$ cat config.mk
export PLATFORM = sky130hd
export DESIGN_NAME = module_keypad_scan_ctrl_flat
export DESIGN_NICKNAME = d
export VERILOG_FILES = /design/src/rtl/keypad_pkg.sv /design/src/rtl/module_keypad_scan_ctrl_if.sv /design/src/rtl/module_row_sync.sv /design/src/rtl/module_keypad_scan_ctrl.sv /design/src/flat_wrapper.sv
export SDC_FILE = /design/constraint.sdc
export NUM_CORES = 1
export LEC_CHECK = 0
export ABC_CLOCK_PERIOD_IN_PS = 4600
export CORE_MARGIN = 5
export CORE_UTILIZATION = 50
export CTS_CLUSTER_DIAMETER = 40
export CTS_CLUSTER_SIZE = 20
export DETAILED_ROUTE_END_ITERATION = 8
export PLACE_DENSITY = 0.71
export RECOVER_POWER = 50
export SETUP_SLACK_MARGIN = 0.1
export SLEW_MARGIN = 20
export SYNTH_ARGS = -nofsm -noshare
export SYNTH_HDL_FRONTEND = slang
export SYNTH_HIERARCHICAL = 1
export SYNTH_SLANG_ARGS = --single-unit
$ cat constraint.sdc
create_clock -name clk_10m -period 4.6 [get_ports clk_10m]
set_clock_uncertainty 0.15 [all_clocks]
set_input_delay 1.38 -clock clk_10m [delete_from_list [all_inputs] [get_ports clk_10m]]
set_output_delay 1.38 -clock clk_10m [all_outputs]
set_load 0.02 [all_outputs]
$ cat src/rtl/keypad_pkg.sv
// keypad_pkg
//   Shared types and constants for the 4x4 keypad scan controller.
//   kp_state_t   : scan sequencer states
//   NUM_ROWS/NUM_COLS/KEY_CODE_W : keypad geometry and key code width
//   row_prio_enc : picks the lowest-index active row when several are high
package keypad_pkg;

    typedef enum logic [1:0] {SCAN, DEBOUNCE, PRESENT, RELEASE} kp_state_t;

    localparam int NUM_ROWS   = 4;
    localparam int NUM_COLS   = 4;
    localparam int KEY_CODE_W = 4;

    // Scans from the top down so the lowest set bit is the last assignment.
    function automatic logic [1:0] row_prio_enc(input logic [NUM_ROWS-1:0] r);
        logic [1:0] idx;
        idx = 2'd0;
        for (int i = NUM_ROWS - 1; i >= 0; i--) begin
            if (r[i]) idx = 2'(i);
        end
        return idx;
    endfunction

endpackage

$ cat src/rtl/module_keypad_scan_ctrl_if.sv
// module_keypad_scan_ctrl_if
//   Key hand-off bundle between the keypad scanner and the calculator.
//   key_code  : {col, row_idx}, stable while key_valid
//   key_valid : code available
//   key_ready : consumer accepts (transfer on key_valid & key_ready)
//   key_down  : key held from hand-off through release debounce
//   overrun   : sticky lost-code flag
//   master = scanner side, slave = consumer side
interface module_keypad_scan_ctrl_if;
    import keypad_pkg::*;

    logic [KEY_CODE_W-1:0] key_code;
    logic                  key_valid;
    logic                  key_ready;
    logic                  key_down;
    logic                  overrun;

    modport master (output key_code, key_valid, key_down, overrun, input key_ready);
    modport slave  (input key_code, key_valid, key_down, overrun, output key_ready);

endinterface

$ cat src/rtl/module_row_sync.sv
// module_row_sync
//   Two-flop synchronizer for the asynchronous keypad row pins.
//   clk : sampling clock
//   rst : async active-high reset, clears both stages
//   d   : raw rows
//   q   : synchronized rows (2-cycle latency)
module module_row_sync #(
    parameter int W = 4
) (
    input  logic         clk,
    input  logic         rst,
    input  logic [W-1:0] d,
    output logic [W-1:0] q
);

    logic [W-1:0] meta;

    always_ff @(posedge clk or posedge rst) begin
        if (rst) begin
            meta <= '0;
            q    <= '0;
        end else begin
            meta <= d;
            q    <= meta;
        end
    end

endmodule

$ cat src/rtl/module_keypad_scan_ctrl.sv
// module_keypad_scan_ctrl
//   Scan sequencer for a 4x4 keypad: walks the column decoder, samples the
//   rows after a settle time, debounces the hit, hands one key code per press
//   to the consumer, then waits for a debounced release before rescanning.
//   clk_10m : 10 MHz clock
//   reset   : async active-high reset
//   rows    : raw row pins, active-high, asynchronous
//   col_sel : column index to the 2-to-4 decoder
//   key_if  : key_code/key_valid/key_ready/key_down/overrun hand-off
module module_keypad_scan_ctrl
    import keypad_pkg::*;
#(
    parameter int SETTLE_CYCLES   = 1000,
    parameter int DEBOUNCE_CYCLES = 100000
) (
    input  logic                             clk_10m,
    input  logic                             reset,
    input  logic [NUM_ROWS-1:0]              rows,
    output logic [$clog2(NUM_COLS)-1:0]      col_sel,
    module_keypad_scan_ctrl_if.master        key_if
);

    localparam int CNT_MAX = (SETTLE_CYCLES > DEBOUNCE_CYCLES) ? SETTLE_CYCLES : DEBOUNCE_CYCLES;
    localparam int CNT_W   = $clog2(CNT_MAX + 1);
    localparam int COL_W   = $clog2(NUM_COLS);

    localparam logic [CNT_W-1:0] SETTLE_LAST = CNT_W'(SETTLE_CYCLES - 1);
    localparam logic [CNT_W-1:0] DEB_LAST    = CNT_W'(DEBOUNCE_CYCLES - 1);

    logic [NUM_ROWS-1:0]   rows_s;
    kp_state_t             state, state_nxt;
    logic [CNT_W-1:0]      cnt, cnt_nxt;
    logic [COL_W-1:0]      col_nxt;
    logic [1:0]            row_idx, row_idx_nxt;
    logic [KEY_CODE_W-1:0] code_nxt;
    logic                  valid_nxt;
    logic                  down_nxt;

    module_row_sync #(.W(NUM_ROWS)) u_row_sync (
        .clk (clk_10m),
        .rst (reset),
        .d   (rows),
        .q   (rows_s)
    );

    always_comb begin
        state_nxt   = state;
        cnt_nxt     = cnt;
        col_nxt     = col_sel;
        row_idx_nxt = row_idx;
        code_nxt    = key_if.key_code;
        valid_nxt   = key_if.key_valid;
        down_nxt    = key_if.key_down;
        case (state)
            SCAN: begin
                // Each column is driven SETTLE_CYCLES cycles; the last one samples.
                if (cnt == SETTLE_LAST) begin
                    cnt_nxt = '0;
                    if (|rows_s) begin
                        row_idx_nxt = row_prio_enc(rows_s);
                        state_nxt   = DEBOUNCE;
                    end else begin
                        col_nxt = col_sel + COL_W'(1);
                    end
                end else begin
                    cnt_nxt = cnt + CNT_W'(1);
                end
            end
            DEBOUNCE: begin
                // Any drop of the latched row rescans the same column.
                if (!rows_s[row_idx]) begin
                    state_nxt = SCAN;
                    cnt_nxt   = '0;
                end else if (cnt == DEB_LAST) begin
                    state_nxt = PRESENT;
                    cnt_nxt   = '0;
                    code_nxt  = {col_sel, row_idx};
                    valid_nxt = 1'b1;
                    down_nxt  = 1'b1;
                end else begin
                    cnt_nxt = cnt + CNT_W'(1);
                end
            end
            PRESENT: begin
                // Code stays up until taken, even if the key is let go meanwhile.
                if (key_if.key_ready) begin
                    valid_nxt = 1'b0;
                    state_nxt = RELEASE;
                    cnt_nxt   = '0;
                end
            end
            RELEASE: begin
                if (|rows_s) begin
                    cnt_nxt = '0;
                end else if (cnt == DEB_LAST) begin
                    state_nxt = SCAN;
                    cnt_nxt   = '0;
                    col_nxt   = col_sel + COL_W'(1);
                    down_nxt  = 1'b0;
                end else begin
                    cnt_nxt = cnt + CNT_W'(1);
                end
            end
            default: begin
                state_nxt = SCAN;
                cnt_nxt   = '0;
            end
        endcase
    end

    always_ff @(posedge clk_10m or posedge reset) begin
        if (reset) begin
            state            <= SCAN;
            cnt              <= '0;
            col_sel          <= '0;
            row_idx          <= '0;
            key_if.key_code  <= '0;
            key_if.key_valid <= 1'b0;
            key_if.key_down  <= 1'b0;
            key_if.overrun   <= 1'b0;
        end else begin
            state            <= state_nxt;
            cnt              <= cnt_nxt;
            col_sel          <= col_nxt;
            row_idx          <= row_idx_nxt;
            key_if.key_code  <= code_nxt;
            key_if.key_valid <= valid_nxt;
            key_if.key_down  <= down_nxt;
            // No scanning happens while a code is pending, so nothing can be lost.
            key_if.overrun   <= key_if.overrun;
        end
    end

endmodule

$ cat src/flat_wrapper.sv
// flat-port wrapper written by rule: the top's interface ports become plain ports
module module_keypad_scan_ctrl_flat import keypad_pkg::*;
#(
    parameter int SETTLE_CYCLES   = 1000,
    parameter int DEBOUNCE_CYCLES = 100000
)
  (clk_10m, reset, rows, col_sel, key_if_key_code, key_if_key_valid, key_if_key_down, key_if_overrun, key_if_key_ready);
  module_keypad_scan_ctrl_if key_if_i ();
  input  logic clk_10m;
  input  logic reset;
  input  logic [NUM_ROWS-1:0] rows;
  output logic [$clog2(NUM_COLS)-1:0] col_sel;
  output wire logic [$bits(key_if_i.key_code)-1:0] key_if_key_code;
  output wire logic [$bits(key_if_i.key_valid)-1:0] key_if_key_valid;
  output wire logic [$bits(key_if_i.key_down)-1:0] key_if_key_down;
  output wire logic [$bits(key_if_i.overrun)-1:0] key_if_overrun;
  input wire logic [$bits(key_if_i.key_ready)-1:0] key_if_key_ready;
  assign key_if_key_code = key_if_i.key_code;
  assign key_if_key_valid = key_if_i.key_valid;
  assign key_if_key_down = key_if_i.key_down;
  assign key_if_overrun = key_if_i.overrun;
  assign key_if_i.key_ready = key_if_key_ready;
  module_keypad_scan_ctrl #(.SETTLE_CYCLES(SETTLE_CYCLES), .DEBOUNCE_CYCLES(DEBOUNCE_CYCLES)) u_core (.clk_10m(clk_10m), .reset(reset), .rows(rows), .col_sel(col_sel), .key_if(key_if_i));
endmodule
==> results.md, run 1 <==
| Metric | This run |
| --- | --- |
| Peak supply drop | 212.0 uV |
| Post-synthesis instance area | 0.001744 sq mm |
| Minimum setup slack in the final design | 1.413 ns |
| Count of buffering cells on the critical path with inverters included | 1 |
| Via/cell ratio | 5.611 |
| Async set or reset register ratio after synthesis | 1.000 |
| Synth cell types | 37 |
| Slowest cell delay on critical path | 0.72 ns |
| Gate count of the mapped netlist | 167 |
| Total Die Area | 0.004769 sq mm |
| Startpoint types | input port |
| Crit path max-delay cell type | sky130_fd_sc_hd__nor3b_1 |
| Leading cell type in the layout, fill and taps excluded | sky130_fd_sc_hd__dfrtp_1 |
| CP arrival | 3.24 ns |
| Cell family with the largest share of critical-path delay | simple AND/OR/NAND/NOR gates |
| Max-slew headroom | 0.2663 |
| H-tree depth | 2 |
| Crit-path max FO | 8 |
| Number of nets in the synthesized netlist | 175 |
| Hold-fix buffers, CTS | 0 |
| Post-route DRC violation count | 0 |
| Routed length per instance | 14.14 um |
| Power per Cell Area | 267.2 mW/mm^2 |
| Placeable core area | 0.003363 sq mm |
| Port Buf Inserts | 14 |
| Initial DRC Count | 49 |
| Classification of the worst setup path | in -> reg |
| Fraction of layout cells with a size suffix above 1 | 0.08743 |
| Number of register bits inferred by synthesis | 37 |
| Kind of capture point of the worst setup path | register |
| Clock buffer count from CTS | 5 |
| Mean instance size in the synthesized netlist | 10.44 sq um |
| Area leader, netlist | sky130_fd_sc_hd__dfrtp_1 |
| Yosys warns | 6 |
| Wire length of the first global-routing pass | 5699 um |
| Number of endpoints failing setup at the final stage | 0 |
| Cells taking the most area after synthesis | sky130_fd_sc_hd__dfrtp_1, sky130_fd_sc_hd__xor2_1, sky130_fd_sc_hd__nor2_1 |
| Setup repair bufs after CTS | 0 |
| Reg clk slew, reported paths | 0.12 ns |
| Final WL | 3239 um |
| Antenna-violating nets left | 0 |
| Area growth from synthesis to layout | 13.41% |
| Worst-Margin Slew | 1.099 ns |
| Run status | finished, final reports clean |
| Final HPWL from detailed placement | 2411 um |
| Hold Vio Cnt, Final | 0 |
| Vias in the first global route | 1241 |
| Final critical-path share of the clock period | 0.6927 |
| Register area share after synthesis | 0.5308 |
| Min Clock Period, post-route | 3.187 ns |
| Max-slew violation count | 0 |
| Total inserted antenna cells | 0 |
| Ys flop type | sky130_fd_sc_hd__dfrtp_1 |
| Commonest non-fill, non-tap cells in the layout | sky130_fd_sc_hd__dfrtp_1, sky130_fd_sc_hd__nor2_1, sky130_fd_sc_hd__nand2_1, sky130_fd_sc_hd__xor2_1, sky130_fd_sc_hd__clkdlybuf4s50_1 |
| Final nets | 190 |
| Post-synth top area share | 0.5308 |
| Worst slack at placement | 1.077 ns |
| Via count of the routed design | 1285 |
| Gr usage total | 0.1483 |
| Chip Width | 69.06 um |
| Buffers from clock root to sink, at most | 2 |
| Rows | 21 |
| TritonCTS clock tree | built |
| MaxCap Viol Count | 0 |
| RSZ-0062 raised after global routing | no |
| Total negative setup slack | 0 ns |
| Resized cells post-CTS | 0 |
| Pin count of the biggest net entering global routing | 30 |
| Leakage component of the power | 0.8514 nW |
| Clock Latency Late Sink | 0.35 ns |
| Worst min path class | reg -> reg |
| Total grt overflow | 0 |
| Die span in y | 69.06 um |
| Max Fclk | 0.3138 GHz |
| WHS | 0.2109 ns |
| TritonCTS sink count | 37 |
| Number of enable flip-flop cells after synthesis | 0 |
| Root Driver | sky130_fd_sc_hd__clkbuf_4 |
| Count of pins on the block boundary | 16 |
| CP required | 4.65 ns |
| Length of the first detailed-routing pass in iterations | 4 |
| Starting density of the core | 0.5186 |
| Cells traversed along the worst timing path | clkdlybuf4s50_1 > nor3b_1 > nor3_1 > nand3_1 > xor2_1 > nor2_1 |
| Initial antenna violation count | 0 |
| Weighted congestion reported at the end of routability-driven placement | 0.8699 |
worst paths after layout:
| kind | slack (ns) | startpoint | cells after the start | end |
|---|---|---|---|---|
| max | 1.41 | key_if_key_ready | 6 | u_core/cnt[7] |
| min | 0.21 | u_core/u_row_sync/meta[2] | 0 | u_core/u_row_sync/q[2] |
| max reg2reg | 1.74 | u_core/cnt[4] | 5 | u_core/cnt[5] |
| min reg2reg | 0.21 | u_core/u_row_sync/meta[2] | 0 | u_core/u_row_sync/q[2] |
| max in group asynchronous | 2.02 | reset | 2 | u_core/cnt[14] |
| min in group asynchronous | 1.26 | reset | 2 | u_core/u_row_sync/meta[1] |
power breakdown:
group | internal (mW) | switching [mW] | total [mW]
logic | 0.00538 | 0.00934 | 0.0147
clock network | 0.0745 | 0.108 | 0.183
registers | 0.329 | 0.00256 | 0.331
logic make-up after synthesis:
| family | share of synthesized area |
|---|---|
| AOI/OAI and AO/OA | 0.05740 |
| xor gates and xnor gates | 0.08536 |
| adders and majority gates | 0.007172 |
| buffers and inverters | 0.02296 |
| DFF | 0.5308 |
| muxes | 0.05667 |
| other | 0.002150 |
| and+or+nand+nor | 0.2374 |
cell type report:
class,instances,area [sq um]
Fill cell,309,1385
Clock buffer,6,51.30
Clock inverter,2,13.76
Tap cell,46,57.56
Inverter,3,11.26
Timing Repair Buffer,14,140.1
Sequential cell,37,925.9
Multi-Input combinational cell,121,778.2
metrics by stage:
step / instance area, sq um / utilization / instances / power [mW]
floorplan: 1744 / - / 167 / 0.3461
global placement: 1913 / 0.5688 / 221 / 0.3531
detailed placement: 1913 / 0.5688 / 221 / 0.3539
CTS: 1978 / 0.5882 / 229 / 0.5351
global route: 1978 / 0.5882 / 229 / 0.5489
finish: 1978 / 0.5882 / 229 / 0.5286
synth_stat cells (2+ instances only):
cell,number
sky130_fd_sc_hd__a21oi_1,4
sky130_fd_sc_hd__a31oi_1,3
sky130_fd_sc_hd__buf_2,2
sky130_fd_sc_hd__clkbuf_1,2
sky130_fd_sc_hd__dfrtp_1,37
sky130_fd_sc_hd__inv_1,3
sky130_fd_sc_hd__mux2_2,5
sky130_fd_sc_hd__mux2i_1,2
sky130_fd_sc_hd__nand2_1,13
sky130_fd_sc_hd__nand3_1,7
sky130_fd_sc_hd__nand4_1,7
sky130_fd_sc_hd__nor2_1,26
sky130_fd_sc_hd__nor3_1,3
sky130_fd_sc_hd__nor3b_1,3
sky130_fd_sc_hd__nor4_1,5
sky130_fd_sc_hd__nor4b_1,3
sky130_fd_sc_hd__o21ai_0,4
sky130_fd_sc_hd__or4_1,4
sky130_fd_sc_hd__xnor2_1,4
sky130_fd_sc_hd__xor2_1,13
state kept, by name, summed over array words and instances (netlist names), named ones only:
register	flops
u_core/cnt	17
u_core/key_if.key_code	4
u_core/u_row_sync/meta	4
u_core/u_row_sync/q	4
u_core/col_sel	2
u_core/row_idx	2
u_core/key_if.key_down	1
u_core/key_if.key_valid	1
u_core/state	1
per-layer routing:
metal | GRT usage | share of wire | vias to the layer above
li1 | - | - | 625
met1 | 0.1846 | 0.45 | 630
met2 | 0.2331 | 0.49 | 26
met3 | 0.05087 | 0.044 | 4
met4 | 0.06508 | 0.014 | 0
met5 | 0 | 0 | -
No activity file was read; power rests on OpenSTA's default activity.
==> run 2: changes to the inputs <==
--- a/config.mk
+++ b/config.mk
@@ -5,7 +5,7 @@
 export SDC_FILE = /design/constraint.sdc
 export NUM_CORES = 1
 export LEC_CHECK = 0
-export ABC_CLOCK_PERIOD_IN_PS = 4600
+export ABC_CLOCK_PERIOD_IN_PS = 3250
 export CORE_MARGIN = 5
 export CORE_UTILIZATION = 50
 export CTS_CLUSTER_DIAMETER = 40
==> constraint.sdc (replaced) <==
create_clock -name clk_10m -period 3.25 [get_ports clk_10m]
set_clock_uncertainty 0.15 [all_clocks]
set_input_delay 0.975 -clock clk_10m [delete_from_list [all_inputs] [get_ports clk_10m]]
set_output_delay 0.975 -clock clk_10m [all_outputs]
set_load 0.02 [all_outputs]
==> results.md, run 2 (synthesis results as in run 1) <==
| Metric | This run | Delta |
| --- | --- | --- |
| Run status | finished, final reports clean |  |
| Cells traversed along the worst timing path | or4_1 > nor4_2 > nand3_1 > nor2_1 > mux2_2 |  |
| Hold-fix buffers, CTS | 0 | unchanged |
| Classification of the worst setup path | reg -> reg |  |
| Final nets | 195 | +2.6% |
| Post-route DRC violation count | 0 | unchanged |
| Resized cells post-CTS | 0 | unchanged |
| Crit path max-delay cell type | sky130_fd_sc_hd__or4_1 |  |
| Final HPWL from detailed placement | 2480 um | +2.9% |
| Met3 WL post-DR | 145 um | +2.8% |
| Max-slew headroom | 0.5772 | +0.3109 |
| CP startpoint | u_core/cnt[11] |  |
| Sequential power share | 0.594 | -0.033 |
| Met2 wire len | 1637 um | +2.8% |
| Detailed-route wire length on metal 1 | 1493 um | +2.4% |
| Commonest non-fill, non-tap cells in the layout | sky130_fd_sc_hd__dfrtp_1, sky130_fd_sc_hd__nor2_1, sky130_fd_sc_hd__nand2_1, sky130_fd_sc_hd__xor2_1, sky130_fd_sc_hd__clkdlybuf4s50_1 |  |
| Net switching power | 0.1588 mW | +32% |
| Kind of capture point of the worst setup path | register |  |
| Starting density of the core | 0.5186 | unchanged |
| Buffers from clock root to sink, at most | 2 | unchanged |
| Crit-path max FO | 7 | -1 |
| Max Fclk | 0.3702 GHz |  |
| Antenna-violating nets left | 0 | unchanged |
| Switch share | 0.2012 | -0.02596 |
| Root Driver | sky130_fd_sc_hd__clkbuf_4 |  |
| CP required | 3.33 ns | -1.32 ns |
| Hold Vio Cnt, Final | 0 | unchanged |
| Number of endpoints failing setup at the final stage | 0 | unchanged |
| Power per Cell Area | 389.9 mW/mm^2 | +46% |
| Count of pins on the block boundary | 16 | unchanged |
| Min Clock Period, post-route | 2.701 ns |  |
| Routed length per instance | 14.21 um | +0.44% |
| Die span in y | 69.06 um | unchanged |
| Clock power frac | 0.378 | +0.032 |
| Final WL | 3310 um | +2.2% |
| Wire length of the first global-routing pass | 5733 um | +0.60% |
| Crit Reg-Reg Endpoint | u_core/key_if.key_code[2] |  |
| Final critical-path share of the clock period | 0.8312 |  |
| Gr usage total | 0.1471 | -0.001249 |
| Total grt overflow | 0 | unchanged |
| MaxCap Viol Count | 0 | unchanged |
| Combinational share of power | 0.028 | about the same |
| Fraction of layout cells with a size suffix above 1 | 0.1070 | +0.01952 |
| Leakage component of the power | 0.8809 nW | +3.5% |
| Initial antenna violation count | 0 | unchanged |
| Worst-Margin Slew | 0.6284 ns | -0.4709 ns |
| TritonCTS sink count | 37 | unchanged |
| Slowest cell delay on critical path | 0.62 ns | -0.10 ns |
| Port Buf Inserts | 14 | unchanged |
| Worst min path class | reg -> reg |  |
| Weighted congestion reported at the end of routability-driven placement | 0.7913 | -9.0% |
| Total inserted antenna cells | 0 | unchanged |
| WHS | 0.2065 ns | -0.004460 ns |
| TritonCTS clock tree | built |  |
| Via count of the routed design | 1294 | +0.70% |
| Leading cell type in the layout, fill and taps excluded | sky130_fd_sc_hd__dfrtp_1 |  |
| CP arrival | 2.78 ns | -0.46 ns |
| Startpoint types | register |  |
| Pin count of the biggest net entering global routing | 30 | unchanged |
| Clock buffer count from CTS | 5 | unchanged |
| Worst setup slack for register-to-register paths | 0.55 ns | -1.19 ns |
| Peak supply drop | 207.1 uV | -2.3% |
| Rows | 21 | unchanged |
| Vias in the first global route | 1264 | +1.9% |
| Via/cell ratio | 5.554 | -1.0% |
| Length of the first detailed-routing pass in iterations | 4 | unchanged |
| Timing endpoint of the critical path | u_core/key_if.key_code[2] |  |
| WHS Path Cells | 0 | unchanged |
| R2R cell count | 5 | unchanged |
| Total negative setup slack | 0 ns | unchanged |
| Largest register FFs | 17 | unchanged |
| Area growth from synthesis to layout | 16.00% |  |
| Cell-internal power | 0.6301 mW | +54% |
| Highest routing layer actually used | met4 |  |
| Reg clk slew, reported paths | 0.10 ns | -0.02 ns |
| RSZ-0062 raised after global routing | no |  |
| Clock Latency Late Sink | 0.34 ns | about the same |
| Origin of the worst min-delay path | u_core/u_row_sync/meta[0] |  |
| Overall power consumption | 0.7888 mW | +49% |
| Initial DRC Count | 84 | +71% |
| Count of buffering cells on the critical path with inverters included | 0 | -1 |
| Worst path depth | 5 | -1 |
| Total Die Area | 0.004769 sq mm | unchanged |
| Cell family with the largest share of critical-path delay | simple AND/OR/NAND/NOR gates |  |
| H-tree depth | 2 | unchanged |
| Max-slew violation count | 0 | unchanged |
| Register bank with the most flops | u_core/cnt |  |
| Placeable core area | 0.003363 sq mm | unchanged |
| Reg-to-reg critical path startpoint | u_core/cnt[11] |  |
| Chip Width | 69.06 um | unchanged |
| Setup repair bufs after CTS | 0 | unchanged |
-- run 2: cell types whose count changed in the layout (fill, tap and decap cells not counted), sizes merged --
cell and change:
buf +5, bufinv +1, clkbuf -1, clkinv -1
-- run 2: worst min path at each step --
stage | endpoint | slack, ns
after floorplan | u_core/u_row_sync/q[0] | 0.18
after global placement | u_core/u_row_sync/q[3] | 0.18
after detailed placement | u_core/u_row_sync/q[0] | 0.19
after CTS | u_core/u_row_sync/q[0] | 0.21
after global routing | u_core/u_row_sync/q[0] | 0.22
final | u_core/u_row_sync/q[0] | 0.21
-- run 2: worst reg2reg max path, delay by kind of cell (launching register included) --
kind / cells / cell delay, ns
flops: 1 / 0.46
mux: 1 / 0.38
simple gates: 4 / 1.61
-- run 2: per-stage QoR --
stage | instance area (sq um) | util | worst slack (ns) | instances
6_report | 2023 | 0.6016 | 0.5487 | 233
2_1_floorplan | 1744 | - | 0.7192 | 167
3_3_place_gp | 1951 | 0.5800 | 0.3933 | 226
5_1_grt | 2023 | 0.6016 | 0.4031 | 233
4_1_cts | 2023 | 0.6016 | 0.5522 | 233
3_5_place_dp | 1951 | 0.5800 | 0.3130 | 226
-- run 2: per-layer routing --
layer	track usage	vias up
li1	-	637
met1	0.1758	629
met2	0.2426	24
met3	0.05378	4
met4	0.05206	0
met5	0	-
-- run 2: power by group through the flow --
| stage | registers, mW | clock network (mW) | logic (mW) |
|---|---|---|---|
| final | 0.469 | 0.298 | 0.0221 |
| after global placement | 0.477 | 0 | 0.0233 |
| after global routing | 0.470 | 0.334 | 0.0253 |
| after CTS | 0.469 | 0.308 | 0.0243 |
| after detailed placement | 0.478 | 0 | 0.0242 |
| after floorplan | 0.477 | 0 | 0.0130 |
-- run 2: final cells by class --
| cell class | instances | area [sq um] |
|---|---|---|
| Inverter | 3 | 11.26 |
| Multi-Input combinational cell | 121 | 778.2 |
| Fill cell | 307 | 1340 |
| Timing Repair Buffer | 19 | 177.7 |
| Sequential cell | 37 | 925.9 |
| Clock buffer | 5 | 37.54 |
| Tap cell | 46 | 57.56 |
| Clock inverter | 2 | 35.03 |
==> run 3: changes to the inputs <==
--- a/config.mk
+++ b/config.mk
@@ -5,13 +5,13 @@
 export SDC_FILE = /design/constraint.sdc
 export NUM_CORES = 1
 export LEC_CHECK = 0
-export ABC_CLOCK_PERIOD_IN_PS = 3250
+export ABC_CLOCK_PERIOD_IN_PS = 2400
 export CORE_MARGIN = 5
 export CORE_UTILIZATION = 50
 export CTS_CLUSTER_DIAMETER = 40
 export CTS_CLUSTER_SIZE = 20
 export DETAILED_ROUTE_END_ITERATION = 8
-export PLACE_DENSITY = 0.71
+export PLACE_DENSITY = 0.74
 export RECOVER_POWER = 50
 export SETUP_SLACK_MARGIN = 0.1
 export SLEW_MARGIN = 20
==> constraint.sdc (replaced) <==
create_clock -name clk_10m -period 2.4 [get_ports clk_10m]
set_clock_uncertainty 0.15 [all_clocks]
set_input_delay 0.72 -clock clk_10m [delete_from_list [all_inputs] [get_ports clk_10m]]
set_output_delay 0.72 -clock clk_10m [all_outputs]
set_load 0.02 [all_outputs]
==> results.md, run 3 (synthesis results as in run 1) <==
| Metric | This run | Delta |
| --- | --- | --- |
| Via/cell ratio | 5.536 | -0.32% |
| MaxCap Viol Count | 0 | unchanged |
| WHS Path Cells | 0 | unchanged |
| # fillers | 261 | -15% |
| Routed length per instance | 14.54 um | +2.3% |
| Leading cell type in the layout, fill and taps excluded | sky130_fd_sc_hd__dfrtp_1 |  |
| Clock Latency Late Sink | 0.34 ns | about the same |
| Minimum setup slack in the final design | -0.1058 ns | -0.6546 ns |
| TritonCTS sink count | 37 | unchanged |
| Total grt overflow | 0 | unchanged |
| Commonest non-fill, non-tap cells in the layout | sky130_fd_sc_hd__dfrtp_1, sky130_fd_sc_hd__nor2_1, sky130_fd_sc_hd__buf_4 |  |
| Initial DRC Count | 94 | +12% |
| Area growth from synthesis to layout | 26.76% |  |
| CP arrival | 2.61 ns | -0.17 ns |
| Antenna-violating nets left | 0 | unchanged |
| Core Util, Final | 0.6574 | +0.05580 |
| Crit Reg-Reg Endpoint | u_core/row_idx[0] |  |
| H-tree depth | 2 | unchanged |
| Count of pins on the block boundary | 16 | unchanged |
| Fraction of layout cells with a size suffix above 1 | 0.2304 | +0.1234 |
| Initial antenna violation count | 0 | unchanged |
| Chip Width | 69.06 um | unchanged |
| RSZ-0062 raised after global routing | yes |  |
| Starting density of the core | 0.5186 | unchanged |
| Vias in the first global route | 1418 | +12% |
| R2R cell count | 5 | unchanged |
| Weighted congestion reported at the end of routability-driven placement | 0.9190 | +16% |
| Peak supply drop | 260.2 uV | +26% |
| TritonCTS clock tree | built |  |
| Hold-fix buffers, CTS | 0 | unchanged |
| Rows | 21 | unchanged |
| Post-route DRC violation count | 0 | unchanged |
| Detailed-route wire length on metal 1 | 1552 um | +4.0% |
| Kind of capture point of the worst setup path | register |  |
| Highest routing layer actually used | met4 |  |
| CP required | 2.50 ns | -0.83 ns |
| Final critical-path share of the clock period | 1.044 | +0.2129 |
| Final Instance Area | 0.002211 sq mm | +9.3% |
| Register bank with the most flops | u_core/cnt |  |
| Max-slew headroom | 0.5370 | -0.04018 |
| Placeable core area | 0.003363 sq mm | unchanged |
| Min Clock Period, post-route | 2.506 ns | -0.1954 ns |
| Crit-path max FO | 6 | -1 |
| Origin of the worst min-delay path | u_core/u_row_sync/meta[2] |  |
| Gr usage total | 0.1581 | +0.01101 |
| Port Buf Inserts | 14 | unchanged |
| WHS | 0.2100 ns | +0.003482 ns |
| Number of endpoints failing setup at the final stage | 20 | +20 |
| Total Die Area | 0.004769 sq mm | unchanged |
| Classification of the worst setup path | reg -> reg |  |
| Buffers from clock root to sink, at most | 2 | unchanged |
| Reg clk slew, reported paths | 0.12 ns | +0.02 ns |
| Worst-Margin Slew | 0.6944 ns | +0.06606 ns |
| Met3 WL post-DR | 194 um | +34% |
| Cell area after placement | 0.002107 sq mm | +8.0% |
| Overall power consumption | 1.022 mW | +30% |
| Max-slew violation count | 0 | unchanged |
| Die span in y | 69.06 um | unchanged |
| Wire length of the first global-routing pass | 6189 um | +8.0% |
| Area occupied by multi-input gates | 840.8 sq um | +8.0% |
| Power per Cell Area | 462.1 mW/mm^2 | +19% |
| Met2 wire len | 1836 um | +12% |
| Root Driver | sky130_fd_sc_hd__clkbuf_4 |  |
| Pin count of the biggest net entering global routing | 30 | unchanged |
| Via count of the routed design | 1384 | +7.0% |
| Run status | complete, but fails checks |  |
| Largest register FFs | 17 | unchanged |
| Reg-to-reg critical path startpoint | u_core/cnt[4] |  |
| Hold Vio Cnt, Final | 0 | unchanged |
| Sequential cell area | 925.9 sq um | unchanged |
| Final nets | 211 | +8.2% |
| Worst setup slack for register-to-register paths | -0.11 ns | -0.65 ns |
| Failing checks | setup timing |  |
| Length of the first detailed-routing pass in iterations | 5 | +1 |
| Final WL | 3634 um | +9.8% |
| Startpoint types | register |  |
| Max Fclk | 0.3991 GHz | +7.8% |
| Leakage component of the power | 0.9870 nW | +12% |
| Final HPWL from detailed placement | 2645 um | +6.7% |
| Clock buffer count from CTS | 5 | unchanged |
| End point of the worst hold path | u_core/u_row_sync/q[2] |  |
| Worst min path class | reg -> reg |  |
| Total inserted antenna cells | 0 | unchanged |
run 3: critical path, cell delays in order, from the launching register on:
cell and delay, ns:
sky130_fd_sc_hd__dfrtp_1 0.40, sky130_fd_sc_hd__or4_4 0.54, sky130_fd_sc_hd__or4b_4 0.49, sky130_fd_sc_hd__or4_4 0.49, sky130_fd_sc_hd__mux2i_1 0.15, sky130_fd_sc_hd__nor3_1 0.19
run 3: repair_timing:
item / in CTS / in global routing
setup buffers: 1 / 0
endpoints found under the setup margin: 24 / 26
gates cloned: 0 / 0
pin swaps: 3 / 1
gates resized for setup: 4 / 4
run 3: metrics by stage:
stage | setup slack, ns | TNS, ns | instances
after floorplan | -0.05092 | -0.5124 | 167
after global placement | -0.1634 | -2.311 | 241
after detailed placement | -0.2255 | -3.170 | 241
after CTS | -0.1043 | -1.169 | 250
after global routing | -0.1574 | -2.434 | 250
final | -0.1058 | -1.198 | 250
run 3: how the worst max path moves through the flow:
stage                  start                end  cells past startpoint
2_1_floorplan  u_core/cnt[4]  u_core/row_idx[0]                      6
5_1_grt        u_core/cnt[4]  u_core/row_idx[0]                      5
3_5_place_dp   u_core/cnt[3]  u_core/row_idx[0]                      5
4_1_cts        u_core/cnt[4]  u_core/row_idx[0]                      5
6_report       u_core/cnt[4]  u_core/row_idx[0]                      5
3_3_place_gp   u_core/cnt[3]  u_core/row_idx[0]                      5
run 3: final cells by class:
class                   instances  share of cell area
flip-flops and latches         37              0.4188
multi-input cells             121              0.3803
repair buffers                 35              0.1404
well taps                      46             0.02603
clock buffers                   6             0.02320
clock inverters                 2            0.006225
inverters                       3            0.005093
run 3: power by group:
group	internal, mW	total, mW	switching, mW
logic	0.0115	0.0299	0.0184
clock network	0.143	0.357	0.214
registers	0.630	0.635	0.00536
run 3: routing by layer:
| layer | GRT usage | vias up |
|---|---|---|
| li1 | - | 665 |
| met1 | 0.1860 | 667 |
| met2 | 0.2521 | 44 |
| met3 | 0.04942 | 8 |
| met4 | 0.09328 | 0 |
| met5 | 0 | - |
